==> src/rtl/sdram_filter_pkg.sv <==
// rtl/sdram_filter_pkg.sv - shared types and the channel saturate/add helper for the SDRAM row filter engine
package sdram_filter_pkg;

    typedef enum logic [1:0] {
        FM_PASS   = 2'b00,
        FM_BRIGHT = 2'b01,
        FM_BLUR   = 2'b10,
        FM_INVERT = 2'b11
    } filter_mode_e;

    typedef enum logic [2:0] {
        ST_IDLE,
        ST_RD_REQ,
        ST_RD_WAIT,
        ST_COMPUTE,
        ST_WR_REQ,
        ST_ADVANCE,
        ST_DONE
    } state_e;

    // Unsigned channel (zero-extended to 32 bits) plus sign-extended 8-bit offset,
    // clamped to [0, 2^cw-1]. Callers size-cast the result to their channel width.
    function automatic logic [31:0] sat_add_beta(input logic [31:0] c,
                                                 input logic [7:0]  beta,
                                                 input int unsigned cw);
        logic signed [33:0] s_sum;
        logic signed [33:0] s_max;
        s_sum = $signed({2'b00, c}) + $signed({{26{beta[7]}}, beta});
        s_max = $signed((34'd1 << cw) - 34'd1);
        if (s_sum < 34'sd0) begin
            return 32'd0;
        end else if (s_sum > s_max) begin
            return s_max[31:0];
        end else begin
            return s_sum[31:0];
        end
    endfunction

endpackage

==> src/rtl/filter_channel_alu.sv <==
// rtl/filter_channel_alu.sv - one channel: blur history, accumulator, filter mode mux, registered result
//  clk, n_rst  : clock, async active-low reset
//  i_en        : advance history and register a new result (COMPUTE cycle)
//  i_edge      : first column of a row; history is replaced by the current sample
//  i_mode      : filter select
//  i_beta      : signed brightness offset
//  i_pixel     : current channel sample
//  o_result    : filtered channel, valid from the cycle after i_en
module filter_channel_alu
    import sdram_filter_pkg::*;
#(
    parameter int CHANNEL_WIDTH = 8,
    parameter int LOG2_TAPS     = 2,    // must be >= 1
    parameter bit BYPASS        = 1'b0  // copy input unfiltered (alpha channel)
) (
    input  logic                     clk,
    input  logic                     n_rst,
    input  logic                     i_en,
    input  logic                     i_edge,
    input  filter_mode_e             i_mode,
    input  logic [7:0]               i_beta,
    input  logic [CHANNEL_WIDTH-1:0] i_pixel,
    output logic [CHANNEL_WIDTH-1:0] o_result
);
    localparam int TAPS  = 1 << LOG2_TAPS;
    localparam int HIST  = TAPS - 1;
    localparam int ACC_W = CHANNEL_WIDTH + LOG2_TAPS;

    // Only the T-1 previous samples are stored; the current sample completes the window.
    logic [CHANNEL_WIDTH-1:0] r_hist [HIST];
    logic [ACC_W-1:0]         w_acc;
    logic [CHANNEL_WIDTH-1:0] w_result;

    always_comb begin
        w_acc = ACC_W'(i_pixel);
        for (int k = 0; k < HIST; k++) begin
            w_acc = w_acc + ACC_W'(i_edge ? i_pixel : r_hist[k]);
        end
    end

    always_comb begin
        w_result = i_pixel;
        if (!BYPASS) begin
            unique case (i_mode)
                FM_PASS:   w_result = i_pixel;
                FM_BRIGHT: w_result = CHANNEL_WIDTH'(sat_add_beta(32'(i_pixel), i_beta, CHANNEL_WIDTH));
                FM_BLUR:   w_result = CHANNEL_WIDTH'(w_acc >> LOG2_TAPS);
                FM_INVERT: w_result = ~i_pixel;
                default:   w_result = i_pixel;
            endcase
        end
    end

    always_ff @(posedge clk or negedge n_rst) begin
        if (!n_rst) begin
            for (int k = 0; k < HIST; k++) begin
                r_hist[k] <= '0;
            end
            o_result <= '0;
        end else if (i_en) begin
            r_hist[0] <= i_pixel;
            for (int k = 1; k < HIST; k++) begin
                r_hist[k] <= i_edge ? i_pixel : r_hist[k-1];
            end
            o_result <= w_result;
        end
    end

endmodule

==> src/rtl/sdram_row_filter_engine.sv <==
// rtl/sdram_row_filter_engine.sv - streams pixels src->filter->dst through SDRAM, one read then one write per pixel
//  clk, n_rst                      : clock, async active-low reset
//  startControlRegister            : level start, sampled in IDLE; drop to leave DONE
//  imageWidth/imageHeight          : last column / last row index
//  start_addr_sdram/finish_addr_sdram : source / destination base word address
//  filterMode, betaValue           : filter select, signed brightness offset
//  data_sdram, sdram_datareadvalid : read data and its strobe
//  sdram_waitrequest               : holds the current request
//  sdram_read_en/sdram_write_en    : requests; address_sdram, writeData_sdram
//  finish_flag                     : image complete
module sdram_row_filter_engine
    import sdram_filter_pkg::*;
#(
    parameter int ADDR_WIDTH    = 26,
    parameter int DIM_WIDTH     = 13,
    parameter int NUM_CHANNELS  = 4,
    parameter int CHANNEL_WIDTH = 8,
    parameter int LOG2_TAPS     = 2,
    parameter int PASS_ALPHA    = 1
) (
    input  logic                                    clk,
    input  logic                                    n_rst,
    input  logic                                    startControlRegister,
    input  logic [DIM_WIDTH-1:0]                    imageWidth,
    input  logic [DIM_WIDTH-1:0]                    imageHeight,
    input  logic [ADDR_WIDTH-1:0]                   start_addr_sdram,
    input  logic [ADDR_WIDTH-1:0]                   finish_addr_sdram,
    input  logic [1:0]                              filterMode,
    input  logic [7:0]                              betaValue,
    input  logic [NUM_CHANNELS*CHANNEL_WIDTH-1:0]   data_sdram,
    input  logic                                    sdram_datareadvalid,
    input  logic                                    sdram_waitrequest,
    output logic                                    sdram_read_en,
    output logic                                    sdram_write_en,
    output logic [ADDR_WIDTH-1:0]                   address_sdram,
    output logic [NUM_CHANNELS*CHANNEL_WIDTH-1:0]   writeData_sdram,
    output logic                                    finish_flag
);
    localparam int PW = NUM_CHANNELS * CHANNEL_WIDTH;

    state_e                  r_state;
    state_e                  w_state_next;
    logic [ADDR_WIDTH-1:0]   r_src;
    logic [ADDR_WIDTH-1:0]   r_dst;
    logic [ADDR_WIDTH-1:0]   r_p;
    logic [DIM_WIDTH-1:0]    r_width;
    logic [DIM_WIDTH-1:0]    r_height;
    logic [DIM_WIDTH-1:0]    r_col;
    logic [DIM_WIDTH-1:0]    r_row;
    filter_mode_e            r_mode;
    logic [7:0]              r_beta;
    logic [PW-1:0]           r_pix;
    logic                    w_latch;
    logic                    w_capture;
    logic                    w_compute;
    logic                    w_advance;
    logic                    w_last;
    logic [CHANNEL_WIDTH-1:0] w_res [NUM_CHANNELS];

    assign w_last = (r_col == r_width) && (r_row == r_height);

    always_ff @(posedge clk or negedge n_rst) begin
        if (!n_rst) begin
            r_state <= ST_IDLE;
        end else begin
            r_state <= w_state_next;
        end
    end

    // Requests and address are decoded from state so a reset drops them in the same cycle.
    always_comb begin
        w_state_next   = r_state;
        sdram_read_en  = 1'b0;
        sdram_write_en = 1'b0;
        address_sdram  = '0;
        finish_flag    = 1'b0;
        w_latch        = 1'b0;
        w_capture      = 1'b0;
        w_compute      = 1'b0;
        w_advance      = 1'b0;
        unique case (r_state)
            ST_IDLE: begin
                if (startControlRegister) begin
                    w_latch      = 1'b1;
                    w_state_next = ST_RD_REQ;
                end
            end
            ST_RD_REQ: begin
                sdram_read_en = 1'b1;
                address_sdram = r_src + r_p;
                if (!sdram_waitrequest) w_state_next = ST_RD_WAIT;
            end
            ST_RD_WAIT: begin
                address_sdram = r_src + r_p;
                if (sdram_datareadvalid) begin
                    w_capture    = 1'b1;
                    w_state_next = ST_COMPUTE;
                end
            end
            ST_COMPUTE: begin
                w_compute    = 1'b1;
                w_state_next = ST_WR_REQ;
            end
            ST_WR_REQ: begin
                sdram_write_en = 1'b1;
                address_sdram  = r_dst + r_p;
                if (!sdram_waitrequest) w_state_next = ST_ADVANCE;
            end
            ST_ADVANCE: begin
                w_advance    = 1'b1;
                w_state_next = w_last ? ST_DONE : ST_RD_REQ;
            end
            ST_DONE: begin
                finish_flag = 1'b1;
                if (!startControlRegister) w_state_next = ST_IDLE;
            end
            default: w_state_next = ST_IDLE;
        endcase
    end

    always_ff @(posedge clk or negedge n_rst) begin
        if (!n_rst) begin
            r_src    <= '0;
            r_dst    <= '0;
            r_p      <= '0;
            r_width  <= '0;
            r_height <= '0;
            r_col    <= '0;
            r_row    <= '0;
            r_mode   <= FM_PASS;
            r_beta   <= '0;
            r_pix    <= '0;
        end else begin
            if (w_latch) begin
                r_src    <= start_addr_sdram;
                r_dst    <= finish_addr_sdram;
                r_width  <= imageWidth;
                r_height <= imageHeight;
                r_mode   <= filter_mode_e'(filterMode);
                r_beta   <= betaValue;
                r_p      <= '0;
                r_col    <= '0;
                r_row    <= '0;
            end
            if (w_capture) begin
                r_pix <= data_sdram;
            end
            if (w_advance) begin
                r_p <= r_p + ADDR_WIDTH'(1);
                if (r_col == r_width) begin
                    r_col <= '0;
                    r_row <= r_row + DIM_WIDTH'(1);
                end else begin
                    r_col <= r_col + DIM_WIDTH'(1);
                end
            end
        end
    end

    for (genvar c = 0; c < NUM_CHANNELS; c++) begin : g_ch
        filter_channel_alu #(
            .CHANNEL_WIDTH (CHANNEL_WIDTH),
            .LOG2_TAPS     (LOG2_TAPS),
            .BYPASS        ((PASS_ALPHA != 0) && (c == NUM_CHANNELS - 1))
        ) u_alu (
            .clk      (clk),
            .n_rst    (n_rst),
            .i_en     (w_compute),
            .i_edge   (r_col == '0),
            .i_mode   (r_mode),
            .i_beta   (r_beta),
            .i_pixel  (r_pix[c*CHANNEL_WIDTH +: CHANNEL_WIDTH]),
            .o_result (w_res[c])
        );
    end

    always_comb begin
        writeData_sdram = '0;
        for (int c = 0; c < NUM_CHANNELS; c++) begin
            writeData_sdram[c*CHANNEL_WIDTH +: CHANNEL_WIDTH] = w_res[c];
        end
    end

endmodule

==> config.mk <==
export PLATFORM = sky130hd
export DESIGN_NAME = sdram_row_filter_engine
export DESIGN_NICKNAME = d
export VERILOG_FILES = /design/src/rtl/sdram_filter_pkg.sv /design/src/rtl/filter_channel_alu.sv /design/src/rtl/sdram_row_filter_engine.sv
export SDC_FILE = /design/constraint.sdc
export NUM_CORES = 1
export LEC_CHECK = 0
export BUFFER_PORTS_ARGS = -buffer_cell sky130_fd_sc_hd__buf_2
export CAP_MARGIN = 40
export CORE_ASPECT_RATIO = 0.5
export CORE_MARGIN = 2
export CORE_UTILIZATION = 40
export CTS_CLUSTER_DIAMETER = 50
export DETAILED_ROUTE_END_ITERATION = 10
export GPL_ROUTABILITY_DRIVEN = 0
export PLACE_DENSITY = 0.62
export SYNTH_ARGS = -nofsm -noshare
export SYNTH_HDL_FRONTEND = slang
export SYNTH_HIERARCHICAL = 1
export SYNTH_SLANG_ARGS = --single-unit
export TNS_END_PERCENT = 30
==> constraint.sdc <==
create_clock -name clk -period 5.95 [get_ports clk]
set_input_delay 0.2975 -clock clk [delete_from_list [all_inputs] [get_ports clk]]
set_output_delay 0.2975 -clock clk [all_outputs]
set_load 0.005 [all_outputs]
==> results of run 1 <==
==> cell families (layout without fill, tap and decap cells) <==
family                   after synthesis  in the layout  synth area share (%)
adder cells (fa/ha/maj)              131            131                  10.9
AND/OR/NAND/NOR                      735            735                  18.1
XOR/XNOR                              67             67                  3.16
multiplexers                         143            143                  8.44
AO/OA/AOI/OAI                        489            489                  17.3
buffers and inverters                203            489                  4.47
flip-flops                           279            279                  37.6
==> metal layers <==
layer	share of wire (%)	vias to the layer above	GRT usage, %
li1	-	7726	-
met2	50	254	35.1
met4	2.9	0	6.39
met5	0	-	0
met3	3.0	98	2.30
met1	44	7575	25.6
==> final cells by class <==
class	instances	area, sq um	area share (%)
multi-input cells	1565	10800	48.3
well taps	627	785	3.51
inverters	109	409	1.83
flip-flops and latches	279	6980	31.2
repair buffers	325	2300	10.3
clock buffers	40	860	3.84
clock inverters	15	231	1.03
==> worst min-delay path by stage <==
stage	from	to	slack (ns)	cells after the start
after floorplan	n_rst	g_ch[0].u_alu/o_result[0]	0.002	0
after global placement	n_rst	r_width[8]	0.45	1
after detailed placement	n_rst	r_width[8]	0.46	1
after CTS	sdram_waitrequest	r_state[0]	0.05	3
after global routing	sdram_waitrequest	r_state[0]	0.08	4
final	sdram_waitrequest	r_state[1]	0.08	4
==> registers in the layout (all words and copies together) (netlist names) <==
name / cells
g_ch.u_alu/r_hist: 72
g_ch.u_alu/o_result: 32
r_pix: 32
r_dst: 26
r_p: 26
r_src: 26
r_col: 13
r_height: 13
r_row: 13
r_width: 13
r_beta: 8
r_state: 3
r_mode: 2
==> synth_stat cells, types with 8 or more instances <==
master,instances
o211ai_1,28
fa_1,52
mux2_2,73
and2_1,9
o21ai_0,156
clkbuf_1,51
a21o_1,26
nand3_1,38
mux2i_1,61
o21a_1,21
a21oi_1,109
mux2_4,9
nand2b_1,11
and3_1,26
dfrtp_1,279
or3_1,11
nor3_1,33
nor2_1,116
a21boi_0,8
nand2_1,400
o31ai_1,12
a211oi_1,13
xor2_1,27
buf_1,11
ha_1,79
inv_1,109
buf_2,24
nand4_1,24
nor2b_1,10
xnor2_1,40
a31oi_1,15
==> tightest hold or removal path: stages <==
cell and delay (ns):
buf_2 0.11, nor2_1 0.05, nor2_1 0.07, o211ai_1 0.08
==> per-stage QoR <==
stage | cell area (sq um) | utilization [%] | cells
global placement | 20000 | 44.1 | 2782
global route | 22400 | 49.2 | 2960
CTS | 22400 | 49.2 | 2960
floorplan | 18600 | - | 2047
finish | 22400 | 49.2 | 2960
detailed placement | 20100 | 44.1 | 2783
==> metrics.csv, run 1 <==
metric;value;unit
max incr delay on CP;0.69;ns
CTS tree;built;
family with the most delay on the worst path;adder cells;
Max-slew headroom;37.8;%
Fmax achieved;0.200;GHz
die height;156;um
syn avg cell area;9.08;sq um
most frequent cells in the layout;400 x nand2_1, 279 x dfrtp_1, 184 x buf_2;
ANT cells;0;
synth-to-layout area growth;20.4;%
PortBufs;185;
top post-synthesis cells by area;dfrtp_1 38%, nand2_1 8.1%, fa_1 5.6%, ha_1 5.3%, mux2_2 4.4%;
CP Launch Type;flip-flop;
leading cell type in the layout, fill and taps excluded;nand2_1;
largest net degree at the start of global routing;166;
CP cell instances;inv_1 -> ha_1 -> nor4b_1 -> and3_4 -> buf_4 -> mux2i_1 -> fa_1 -> fa_1 -> inv_1 -> ha_1 -> o21a_1 -> o31a_1 -> o21a_1 -> or3_1 -> a21oi_1 -> o211ai_1;
nets;2567;
Post-synth EDFFs;0;
kind of critical path;flip-flop to flip-flop;
R2R cell count;16;
HPWL Detailed;33400;um
Post-CTS Setup Bufs;0;
Routed Antenna Nets;0;
DR vias/cell;5.29;
CTS clk-pin slew, worst paths;0.06;ns
WP data required;6.40;ns
path length in cells of the critical path;16;
Reg2Reg Setup Slack;0.95;ns
Post-CTS Hold Fix Bufs;122;
synthesized flop and latch total;279;
layout cells sized above 1;16.5;%
outcome;finished, final reports clean;
Synth top area share;37.6;%
post-place setup slack;0.978;ns
vias;15700;
worst setup margin;0.948;ns
Ports;186;
Final min period;5.00;ns
htree depth;1;
initial antenna violation count;0;
crit path max fanout;43;
post-synthesis cell type count;103;
Iter 0 DRT Violations;959;
die area;0.0483;sq mm
clock skew;0.0194;ns
Detailed Route WL;48100;um
Die Width;309;um
ys async rst share;100;%
TritonCTS Sinks;279;
CP arrival;5.45;ns
router iterations before antenna repair;5;
worst r2r src;r_col[0];
number of gates resized after cts;0;
Hold Vio Cnt, Final;0;
Max-Cap Viols;0;
cts bufs inserted;31;
CP max stage cell;and3_4;
syn nets;2303;
Cells after Synth;2047;
sequential area share after synthesis;37.6;%
Top FF cell, synth;dfrtp_1;
Worst Setup EP;g_ch[0].u_alu/o_result[5];
drt wl/cell;16.2;um
vias in the first global route;15200;
Initial Util;40.8;%
Clock Path Buffers;3;
core footprint;0.0455;sq mm
drt drc;0;
# rows;55;
Yosys warnings;6;
final setup vio count;0;
hold slack;0.0816;ns
area of the mapped netlist;0.0186;sq mm
Period Utilization, post-route;84.1;%
CTS root buf;clkbuf_16;
gr ovfl total;0;
crit end category;flip-flop;
final setup TNS;0;ns
first-pass GRT wire length;78500;um
GRT Util Overall;19.9;%
reg2reg end;g_ch[0].u_alu/o_result[5];
clk_lat worst skew;0.58;ns
Slew @ Worst Pin;0.934;ns
Hold Path Class;input pin to flip-flop;
CP startpoint;r_col[0];
# fillers;4283;
dominant cell type by area after synthesis;dfrtp_1;
RSZ-0062 raised after global routing;false;
fin. max-slew vios;0;
CP bufs+invs;3;
Power of run 1 is left out: the tool's default activity adds up to more than one toggle a clock period on the data nets, which glitch-free logic cannot reach.
==> run 2, diff against run 1 <==
--- a/config.mk
+++ b/config.mk
@@ -5,6 +5,7 @@
 export SDC_FILE = /design/constraint.sdc
 export NUM_CORES = 1
 export LEC_CHECK = 0
+export ABC_AREA = 1
 export BUFFER_PORTS_ARGS = -buffer_cell sky130_fd_sc_hd__buf_2
 export CAP_MARGIN = 40
 export CORE_ASPECT_RATIO = 0.5
@@ -13,7 +14,7 @@
 export CTS_CLUSTER_DIAMETER = 50
 export DETAILED_ROUTE_END_ITERATION = 10
 export GPL_ROUTABILITY_DRIVEN = 0
-export PLACE_DENSITY = 0.62
+export PLACE_DENSITY = 0.64
 export SYNTH_ARGS = -nofsm -noshare
 export SYNTH_HDL_FRONTEND = slang
 export SYNTH_HIERARCHICAL = 1
==> constraint.sdc (replaced) <==
create_clock -name clk -period 4.3 [get_ports clk]
set_input_delay 0.215 -clock clk [delete_from_list [all_inputs] [get_ports clk]]
set_output_delay 0.215 -clock clk [all_outputs]
set_load 0.005 [all_outputs]
==> metrics.csv, run 2 <==
metric;value;unit;change
outcome;finished, final reports clean;;unchanged
router iterations before antenna repair;5;;unchanged
Top FF cell, synth;dfrtp_1;;unchanged
Period Utilization, post-route;94.3;%;was 84.1%
Yosys warnings;6;;unchanged
WP data required;4.72;ns;was 6.40 ns
crit end category;flip-flop;;unchanged
htree depth;2;;was 1
most frequent cells in the layout;940 x nand2_1, 277 x dfrtp_1, 275 x inv_1;;was 400 x nand2_1, 279 x dfrtp_1, 184 x buf_2
die area;0.0496;sq mm;was 0.0483 sq mm
Ports;186;;unchanged
CP cell instances;inv_1 -> ha_1 -> nand4_1 -> nor3_4 -> clkbuf_16 -> buf_4 -> nand2_1 -> inv_1 -> a21oi_1 -> fa_1 -> fa_1 -> inv_1 -> ha_1 -> a21oi_1 -> or2_2 -> nand3_1 -> nand2_1 -> nand2_1 -> nand2_1 -> nand2_1 -> nand2_1 -> nand2_1 -> nand2_1 -> nand2_1;;was inv_1 -> ha_1 -> nor4b_1 -> and3_4 -> buf_4 -> mux2i_1 -> fa_1 -> fa_1 -> inv_1 -> ha_1 -> o21a_1 -> o31a_1 -> o21a_1 -> or3_1 -> a21oi_1 -> o211ai_1
gr ovfl total;0;;unchanged
vias;17700;;was 15700
cts bufs inserted;34;;was 31
family with the most delay on the worst path;adder cells;;unchanged
Max-slew headroom;40.3;%;was 37.8%
largest net degree at the start of global routing;91;;was 166
Die Width;313;um;was 309 um
Placed Instances;3388;;was 2783
PortBufs;185;;unchanged
# rows;56;;was 55
drt drc;0;;unchanged
ANT cells;0;;unchanged
Max-Cap Viols;0;;unchanged
CTS root buf;clkbuf_16;;unchanged
CP bufs+invs;5;;was 3
initial antenna violation count;0;;unchanged
area of the mapped netlist;0.0191;sq mm;was 0.0186 sq mm
core footprint;0.0470;sq mm;was 0.0455 sq mm
top flop regs;g_ch.u_alu/r_hist: 72 flops, g_ch.u_alu/o_result: 32 flops, r_pix: 32 flops;;unchanged
Post-synth EDFFs;0;;unchanged
footprint of the multi-input gates;0.0107;sq mm;was 0.0108 sq mm
most instantiated cells after synthesis;940 x nand2_1, 279 x dfrtp_1, 279 x inv_1;;was 400 x nand2_1, 279 x dfrtp_1, 156 x o21ai_0
Final min period;4.06;ns;was 5.00 ns
TritonCTS Sinks;279;;unchanged
Detailed Route WL;54600;um;was 48100 um
fin. max-slew vios;0;;unchanged
max reg flops;72;;unchanged
CP max stage cell;fa_1;;was and3_4
nets;3172;;was 2567
final core occ;49.5;%;was 49.2%
# fillers;4558;;was 4283
layout cells sized above 1;14.5;%;was 16.5%
clock skew;0.0238;ns;was 0.0194 ns
ys async rst share;100;%;unchanged
fin cells;3579;;was 2960
final setup vio count;0;;unchanged
Iter 0 DRT Violations;1310;;was 959
Hold Path Class;input pin to flip-flop;;unchanged
sequential area share after synthesis;36.5;%;was 37.6%
max incr delay on CP;0.54;ns;was 0.69 ns
drt wl/cell;15.3;um;was 16.2 um
cell with the most instances after synthesis;nand2_1;;unchanged
Clock Path Buffers;3;;unchanged
Fmax achieved;0.247;GHz;was 0.200 GHz
top post-synthesis cells by area;dfrtp_1 37%, nand2_1 18%, inv_1 5.5%, fa_1 5.4%, ha_1 5.2%;;was dfrtp_1 38%, nand2_1 8.1%, fa_1 5.6%, ha_1 5.3%, mux2_2 4.4%
Synth top area share;36.5;%;was 37.6%
register area;0.00698;sq mm;about the same
GRT Util Overall;21.8;%;was 19.9%
Largest Register;g_ch.u_alu/r_hist;;unchanged
kind of critical path;flip-flop to flip-flop;;unchanged
vias in the first global route;16800;;was 15200
Routed Antenna Nets;0;;unchanged
crit path max fanout;8;;was 43
post-synthesis cell type count;49;;was 103
Cells after Synth;2612;;was 2047
die height;159;um;was 156 um
dominant cell type by area after synthesis;dfrtp_1;;unchanged
synthesized flop and latch total;279;;unchanged
most frequent CP cell;nand2_1;;
CTS clk-pin slew, worst paths;0.06;ns;about the same
Initial Util;40.6;%;was 40.8%
CP arrival;4.48;ns;was 5.45 ns
CP Launch Type;flip-flop;;unchanged
synth-to-layout area growth;21.9;%;was 20.4%
DR vias/cell;4.95;;was 5.29
first-pass GRT wire length;86900;um;was 78500 um
leading cell type in the layout, fill and taps excluded;nand2_1;;unchanged
CTS tree;built;;unchanged
Hold Vio Cnt, Final;0;;unchanged
HPWL Detailed;39000;um;was 33400 um
clk_lat worst skew;0.53;ns;was 0.58 ns
syn nets;2868;;was 2303
Slew @ Worst Pin;0.892;ns;was 0.934 ns
syn avg cell area;7.31;sq um;was 9.08 sq um
==> run 2: cell types whose count changed after synthesis, moves of 41 or more <==
cell     delta
a21oi_1    +48
inv_1     +170
mux2_2     -41
mux2i_1    -61
nand2_1   +540
nand3_1    +84
==> run 2: kinds of logic after synthesis <==
family                     count (synthesis)  synth area share, %
AOI/OAI and AO/OA                        409                 11.6
xor gates and xnor gates                  47                 2.15
adders and majority gates                131                 10.6
buffers and inverters                    376                 7.93
DFF                                      279                 36.5
muxes                                     32                 1.89
and+or+nand+nor                         1338                 29.3
==> run 2: final timing paths <==
path,cells past startpoint,slack [ns],to,start
max,24,0.24,g_ch[0].u_alu/o_result[7],r_col[1]
min,4,0.04,r_state[1],sdram_datareadvalid
max reg2reg,24,0.24,g_ch[0].u_alu/o_result[7],r_col[1]
min reg2reg,2,0.47,g_ch[3].u_alu/o_result[7],r_pix[31]
max in group asynchronous,3,2.98,g_ch[2].u_alu/r_hist[16],n_rst
min in group asynchronous,2,0.25,r_dst[13],n_rst
==> run 2: repair_timing <==
action / CTS / global route
hold buffers: 122 / 0
setup endpoints to repair: 0 / 20
gates resized for setup: 0 / 27
setup buffers: 0 / 6
endpoints found under the hold margin: 206 / 0
==> run 2: worst reg2reg max path, delay by kind of cell, from the launching register on <==
kind | cells | cell delay [ns]
adder cells (fa/ha/maj) | 4 | 1.57
AND/OR/NAND/NOR | 13 | 1.10
buffers and inverters | 5 | 0.61
flip-flops | 1 | 0.39
AO/OA/AOI/OAI | 2 | 0.30
==> run 2: routing by layer <==
| metal | up-vias | global-route usage (%) | part of all wire, % |
|---|---|---|---|
| li1 | 8953 | - | - |
| met1 | 8274 | 28.9 | 46 |
| met4 | 0 | 6.81 | 2.9 |
| met5 | - | 0 | 0 |
| met2 | 394 | 37.1 | 47 |
| met3 | 97 | 3.02 | 4.5 |
==> run 2: cell type report <==
class                      count  share of cell area [%]
clock buffer                  41                    4.03
clock inverter                20                    1.13
inverter                     304                    4.92
multi-input combinational   1957                    45.9
sequential                   279                    30.0
tap                          638                    3.43
timing repair buffer         340                    10.7
==> run 2: stage by stage <==
step | hold WS (ns) | cell area [sq um] | TNS, ns | worst slack, ns
3_3_place_gp | 0.267 | 20700 | 0 | 0.152
3_5_place_dp | 0.270 | 20700 | 0 | 0.0523
4_1_cts | 0.0222 | 23100 | 0 | 0.0229
5_1_grt | 0.0881 | 23300 | -0.267 | -0.0437
6_report | 0.0396 | 23300 | 0 | 0.244
2_1_floorplan | -0.0806 | 19100 | 0 | 0.285
Power of run 2 is left out for the same reason.
